--- src/rtl/pipe_rca_addsub.sv ---
// pipe_rca_addsub
//   Pipelined ripple-carry adder/subtractor. The DATA_WID-bit add is split into
//   NUM_STAGES = DATA_WID/SEG_WID segments, one segment per register stage. Each
//   stage adds its segment using the registered carry of the stage before it.
//   Operand segments not yet consumed travel along with the data (skew), and
//   sum segments already produced are carried forward (de-skew). As a result,
//   all result bits of one operand set leave the last stage together.
//   Subtraction is folded into the add at the input: the second operand is
//   inverted and the borrow-in is inverted. The operation mode therefore rides
//   down the pipe implicitly, inside the operand bits.
//   Flow control is a single global advance: the whole pipe moves only when
//   the output slot is empty or is being consumed.
//
// Parameters
//   DATA_WID     operand/result width; must be an integer multiple of SEG_WID
//   SEG_WID      bits added per stage (SEG_WID = DATA_WID gives one stage)
//
// Ports
//   Clock        rising-edge clock
//   Reset        synchronous active-high reset; flushes every stage
//   InValid      operand set offered on InputA/InputB/CarryInput/SubMode
//   InReady      operand set is accepted this cycle (equals advance)
//   InputA       first operand
//   InputB       second operand
//   CarryInput   carry-in when adding, borrow-in when subtracting
//   SubMode      0 = add, 1 = subtract
//   OutValid     Sum/CarryOutput/Overflow hold a completed result
//   OutReady     consumer takes the result this cycle
//   Sum          result
//   CarryOutput  carry out of the MSB (1 = no borrow when subtracting)
//   Overflow     two's-complement signed overflow

module pipe_rca_addsub #(
   parameter int DATA_WID = 64,
   parameter int SEG_WID  = 16
) (
   input  logic                Clock,
   input  logic                Reset,
   input  logic                InValid,
   output logic                InReady,
   input  logic [DATA_WID-1:0] InputA,
   input  logic [DATA_WID-1:0] InputB,
   input  logic                CarryInput,
   input  logic                SubMode,
   output logic                OutValid,
   input  logic                OutReady,
   output logic [DATA_WID-1:0] Sum,
   output logic                CarryOutput,
   output logic                Overflow
);

   localparam int NUM_STAGES = DATA_WID / SEG_WID;

   logic                advance;
   logic [DATA_WID-1:0] b_eff;
   logic                c_eff;

   // The pipe moves as one unit; a held output freezes every stage behind it.
   assign advance = !OutValid || OutReady;
   assign InReady = advance;

   // a - b - c == a + ~b + ~c, so subtraction becomes an add from here on.
   assign b_eff = SubMode ? ~InputB : InputB;
   assign c_eff = CarryInput ^ SubMode;

   for (genvar k = 0; k < NUM_STAGES; k++) begin : g_stage
      // Number of low result bits complete once this stage has registered.
      localparam int done_wid = (k + 1) * SEG_WID;

      logic [SEG_WID-1:0]  seg_a;
      logic [SEG_WID-1:0]  seg_b;
      logic                seg_cin;
      logic                vld_in;
      logic [SEG_WID:0]    seg_res;
      logic [done_wid-1:0] sum_d;
      logic [done_wid-1:0] sum_q;
      logic                vld_q;
      logic                cy_q;

      assign seg_res = {1'b0, seg_a} + {1'b0, seg_b} + {{SEG_WID{1'b0}}, seg_cin};

      if (k == 0) begin : g_src
         assign seg_a   = InputA[SEG_WID-1:0];
         assign seg_b   = b_eff[SEG_WID-1:0];
         assign seg_cin = c_eff;
         assign vld_in  = InValid;
         assign sum_d   = seg_res[SEG_WID-1:0];
      end else begin : g_src
         // The next segment to add always sits at the bottom of the skew registers.
         assign seg_a   = g_stage[k-1].g_rest.a_q[SEG_WID-1:0];
         assign seg_b   = g_stage[k-1].g_rest.b_q[SEG_WID-1:0];
         assign seg_cin = g_stage[k-1].cy_q;
         assign vld_in  = g_stage[k-1].vld_q;
         assign sum_d   = {seg_res[SEG_WID-1:0], g_stage[k-1].sum_q};
      end

      always_ff @(posedge Clock) begin
         if (Reset) begin
            vld_q <= 1'b0;
            cy_q  <= 1'b0;
            sum_q <= '0;
         end else if (advance) begin
            vld_q <= vld_in;
            cy_q  <= seg_res[SEG_WID];
            sum_q <= sum_d;
         end
      end

      if (k < NUM_STAGES - 1) begin : g_rest
         // Operand segments that later stages still have to add.
         localparam int rest_wid = DATA_WID - done_wid;

         logic [rest_wid-1:0] a_d;
         logic [rest_wid-1:0] b_d;
         logic [rest_wid-1:0] a_q;
         logic [rest_wid-1:0] b_q;

         if (k == 0) begin : g_rsrc
            assign a_d = InputA[DATA_WID-1:SEG_WID];
            assign b_d = b_eff[DATA_WID-1:SEG_WID];
         end else begin : g_rsrc
            assign a_d = g_stage[k-1].g_rest.a_q[rest_wid+SEG_WID-1:SEG_WID];
            assign b_d = g_stage[k-1].g_rest.b_q[rest_wid+SEG_WID-1:SEG_WID];
         end

         always_ff @(posedge Clock) begin
            if (Reset) begin
               a_q <= '0;
               b_q <= '0;
            end else if (advance) begin
               a_q <= a_d;
               b_q <= b_d;
            end
         end
      end else begin : g_last
         logic ovf_d;
         logic ovf_q;

         // Carry into the MSB is recovered from the MSB sum bit as a ^ b ^ s,
         // then compared with the carry out of the MSB.
         assign ovf_d = seg_res[SEG_WID]
                      ^ (seg_a[SEG_WID-1] ^ seg_b[SEG_WID-1] ^ seg_res[SEG_WID-1]);

         always_ff @(posedge Clock) begin
            if (Reset) begin
               ovf_q <= 1'b0;
            end else if (advance) begin
               ovf_q <= ovf_d;
            end
         end
      end
   end

   assign OutValid    = g_stage[NUM_STAGES-1].vld_q;
   assign Sum         = g_stage[NUM_STAGES-1].sum_q;
   assign CarryOutput = g_stage[NUM_STAGES-1].cy_q;
   assign Overflow    = g_stage[NUM_STAGES-1].g_last.ovf_q;

endmodule

--- config.mk ---
export PLATFORM = sky130hd
export DESIGN_NAME = pipe_rca_addsub
export DESIGN_NICKNAME = d
export VERILOG_FILES = /design/src/rtl/pipe_rca_addsub.sv
export SDC_FILE = /design/constraint.sdc
export NUM_CORES = 1
export LEC_CHECK = 0
export ABC_AREA = 1
export CORE_ASPECT_RATIO = 1.5
export CORE_MARGIN = 4
export CORE_UTILIZATION = 45
export CTS_CLUSTER_DIAMETER = 40
export DETAILED_ROUTE_END_ITERATION = 7
export GPL_TIMING_DRIVEN = 1
export PLACE_DENSITY_LB_ADDON = 0.08
export SKIP_LAST_GASP = 1
export SLEW_MARGIN = 20
export SYNTH_ARGS = -nofsm -noshare
export SYNTH_HDL_FRONTEND = slang
export SYNTH_SLANG_ARGS = --single-unit
export TNS_END_PERCENT = 30
--- constraint.sdc ---
create_clock -name Clock -period 7.1 [get_ports Clock]
set_input_delay 2.13 -clock Clock [delete_from_list [all_inputs] [get_ports Clock]]
set_output_delay 2.13 -clock Clock [all_outputs]
set_load 0.02 [all_outputs]
## Yosys cells after proc, flatten, opt, wreduce, memory -nomap -nowiden

Cells that the tools add are included.

| storage, ports and cells | value |
|---|---|
| word-level logic and storage cells | 35 |
| output and inout port bits | 68 |
| input port bits | 134 |
| register bits after elaboration | 361 |

| operators by class | value |
|---|---|
| mux-type cells | 1 |
| add/sub/neg operators | 8 |
| reduce and logical (&&, ||, !) cells | 2 |
| bitwise operators | 5 |

Operator list:

| kind | count |
|---|---|
| adder 16 x 16 -> 17 bit | 4 |
| adder 17 x 1 -> 17 bit | 4 |
| 2-to-1 mux 64 bit | 1 |
| NOT 64 bit | 1 |
| XOR 1 bit | 4 |
| zero test 1 bit | 1 |
| logical OR 1 bit | 1 |

## Logic depth before layout (Yosys ltp)

| depth | value |
|---|---|
| word-level depth | 4 |
| gate-level depth with buffers | 17 |
| gate-level depth less buffers | 15 |

## Worst setup path after synthesis

Ideal clock, no wire load.

| timing | value |
|---|---|
| kind | input -> output |
| start point | in OutReady |
| end point | out InReady |
| setup slack | 2.166 ns |
| required time | 4.970 ns |
| arrival | 2.804 ns |
| cell stages on the path | 5 |
| path buffers | 3 |
| path through | nor2_4 inv_2 buf_6 buf_2 buf_2 |

| on the way | value |
|---|---|
| cells in the longest elaborated chain, start to end | 1 |

Ends and longest elaborated chain:

| element | RTL line | RTL |
|---|---|---|
| from (decl) | 46 | `input logic OutReady,` |
| logical OR 1 bit | 59 | `assign advance = !OutValid \|\| OutReady;` |
| to (decl) | 40 | `output logic InReady,` |

Every way passes these cells.

## Worst setup path in the final report

Same ends and word-level chain as after synthesis.

==> impl_metrics.py <==
metrics = {
    "timing": {
        "period_needed_ns": 5.700,
        "slew_violations": 0,
        "rsz0062_at_grt": "false",
        "fin_crit_sh": 0.8028,
        "tightest_slew_ns": 1.043,
        "skew_ns": 0.01735,
        "max_slew_margin": 0.3045,
        "final.setup.tns_ns": 0,
        "setup_viol": 0,
        "max_freq_mhz": 175.4,
        "hold_viol": 0,
    },
    "floorplan": {
        "die_x_um": 164.3,
        "start_util": 0.4573,
        "core_region_area_mm2": 0.03605,
        "die_y_um": 242.4,
        "fp-row-count": 85,
        "die-area_mm2": 0.03983,
        "ios": 202,
    },
    "hold_path": {
        "holdCritPathClass": "reg2reg",
        "min_path_cells": 2,
    },
    "clock_network": {
        "clkSinkCount": 361,
        "clk_pin_slew_ns": 0.06,
        "cts-hold-fix-buffers": 0,
        "cts_resized": 0,
        "clockRootBuffer": "clkbuf_16",
        "cts_buffer_depth": 3,
        "cts_buffers": 43,
        "insertion_delay_ns": 0.54,
        "htree_levels": 2,
        "post_cts_buffers": 0,
        "cts_tree": "yes",
    },
    "global_route": {
        "grtUsageTotal": 0.1951,
        "grt_pass1_vias": 13430,
        "grt_pass1_wl_um": 64980,
        "grt_overflow_total": 0,
        "antenna_found_initial": 0,
        "grt_max_degree": 271,
    },
    "setup_path": {
        "reg2regPathDepth": 8,
        "end_kind": "primary output",
        "start_kind": "primary input",
        "cp_max_fo": 36,
        "path_class": "in2out",
        "crit_arrival_ns": 3.57,
        "cp.required_ns": 4.97,
    },
    "drt": {
        "detail_route.wl_per_cell_um": 13.68,
        "drtAntennaViolNets": 0,
        "vias_per_cell": 4.930,
        "routed_wirelength_um": 39740,
        "via_count": 14320,
        "drc_errors": 0,
        "firstDrtPassIters": 6,
        "drt_first_iter_violations": 961,
    },
    "final_layout": {
        "area_delta_synth_final_pct": 21.94,
        "drive_gt1_frac": 0.03585,
        "final_util": 0.5576,
        "num-nets-final": 2595,
        "n_antenna_cell": 0,
    },
    "power_and_ir_drop": {
        "p_int_w": 0.003863,
        "power.share.clock": 0.432,
        "pwr-share-comb": 0.131,
        "power_w": 0.005209,
        "ir_drop_mv": 0.1666,
        "power_switching_w": 0.001346,
        "p_per_area_mw_per_mm2": 259.1,
        "switching_share": 0.2585,
        "seqPwrFrac": 0.436,
        "leakagePower_nw": 9.979,
    },
    "placement": {
        "dp_hpwl_um": 26470,
        "place_congestion": 0.8443,
        "numPortBuffers": 201,
    },
    "flow_run": {
        "drv_cap": 0,
    },
    "run_status": {
        "outcome": "completed",
    },
    "synthesis": {
        "avgSynthCellArea_um2": 7.282,
        "ys_async_sr_fraction": 0,
        "synth_cell_types": 35,
        "synth_fp_nets": 2466,
        "synthCells": 2264,
        "ys.flop_type": "dfxtp_1",
        "synth_edf_count": 0,
        "yosys_warnings": 0,
        "yosysSeqAreaShare": 0.4383,
        "synth_area_mm2": 0.01649,
        "ys_ff_latch": 361,
    },
}
==> worst max-delay path, stage by stage <==
cell             delay [ns]
clkdlybuf4s50_1        0.50
nor2_4                 0.08
inv_8                  0.18
clkdlybuf4s50_1        0.66
==> logic make-up after synthesis <==
kind of cell / synth area share
adder cells (fa/ha/maj): 0.05525
AND/OR/NAND/NOR: 0.2224
flip-flops: 0.4383
AO/OA/AOI/OAI: 0.1577
buffers and inverters: 0.07908
XOR/XNOR: 0.04728
==> placed cells by master (no fill, tap or decap), types with 6 or more instances in the layout <==
cell	instances
fa_1	8
dfxtp_1	361
ha_1	60
nand3_1	86
clkbuf_1	9
buf_4	7
nand3b_1	6
nor3_1	8
xor2_1	31
o21bai_1	23
a21oi_1	106
xnor2_1	58
nor2_1	540
clkdlybuf4s50_1	200
clkbuf_16	45
inv_1	192
or2_0	7
o21ai_1	7
clkinvlp_4	7
nand2_1	268
o21ai_0	351
==> synthesized netlist by cell type (3+ instances only) <==
| master | n | area (um2) |
|---|---|---|
| o211ai_1 | 4 | 30.03 |
| nor3_1 | 8 | 40.04 |
| nand3_1 | 86 | 430.4 |
| o21ai_0 | 351 | 1757 |
| or2_0 | 7 | 43.79 |
| o21a_1 | 3 | 22.52 |
| fa_1 | 8 | 160.2 |
| nor2_1 | 540 | 2027 |
| xnor2_1 | 58 | 508.0 |
| o21ai_1 | 7 | 35.03 |
| a21oi_1 | 106 | 530.5 |
| ha_1 | 60 | 750.7 |
| dfxtp_1 | 361 | 7227 |
| a21o_1 | 3 | 22.52 |
| and3_1 | 3 | 18.77 |
| o21bai_1 | 23 | 172.7 |
| nand3b_1 | 6 | 45.04 |
| inv_1 | 192 | 720.7 |
| buf_2 | 70 | 350.3 |
| nand2_1 | 268 | 1006 |
| clkbuf_1 | 50 | 187.7 |
| or2_2 | 4 | 25.02 |
| xor2_1 | 31 | 271.5 |
==> power groups by stage <==
| stage | combinational [W] | clock [W] | sequential, W |
|---|---|---|---|
| finish | 0.000683 | 0.00225 | 0.00227 |
| global placement | 0.000678 | 0 | 0.00232 |
| detailed placement | 0.000688 | 0 | 0.00232 |
| global route | 0.000779 | 0.00240 | 0.00229 |
| CTS | 0.000693 | 0.00232 | 0.00228 |
| floorplan | 0.000428 | 0 | 0.00232 |
==> stage by stage <==
stage,cells,hold slack (ns),area [um2],setup WS [ns]
floorplan,2264,0.4297,16490,2.166
global placement,2826,0.4563,18620,1.382
detailed placement,2826,0.4636,18620,1.390
CTS,2905,0.4730,20100,1.390
global route,2905,0.4893,20100,1.346
finish,2905,0.4676,20100,1.400
==> cell type report <==
class / count / area [um2]
clock buffers: 58 / 1215
clock inverters: 21 / 270.3
fillers: 3515 / 15950
inverters: 194 / 743.2
multi-input cells: 1584 / 7956
flip-flops and latches: 361 / 7227
well taps: 478 / 598.1
repair buffers: 209 / 2095
==> registers in the layout (all words and copies together), names as in the netlist <==
signal              cells
g_stage.cy_q            3
CarryOutput             1
g_stage.sum_q          96
g_stage.vld_q           3
OutValid                1
g_stage.g_rest.b_q     96
Overflow                1
g_stage.g_rest.a_q     96
Sum                    64
==> routing by layer <==
layer | global-route usage | vias to the layer above | wire length [um]
met4 | 0.06813 | 0 | 1261
met2 | 0.3477 | 237 | 20340
met3 | 0.02996 | 74 | 1541
met5 | 0 | - | 0
met1 | 0.2357 | 6509 | 16600
li1 | - | 7503 | -
==> final timing paths <==
check / from / to / slack [ns]
min: g_stage[2].vld_q / g_stage[2].vld_q / 0.47
max: OutReady / InReady / 1.40
max reg2reg: OutValid / Sum[53] / 4.39
min reg2reg: g_stage[2].vld_q / g_stage[2].vld_q / 0.47
No activity file was read; power rests on OpenSTA's default activity.
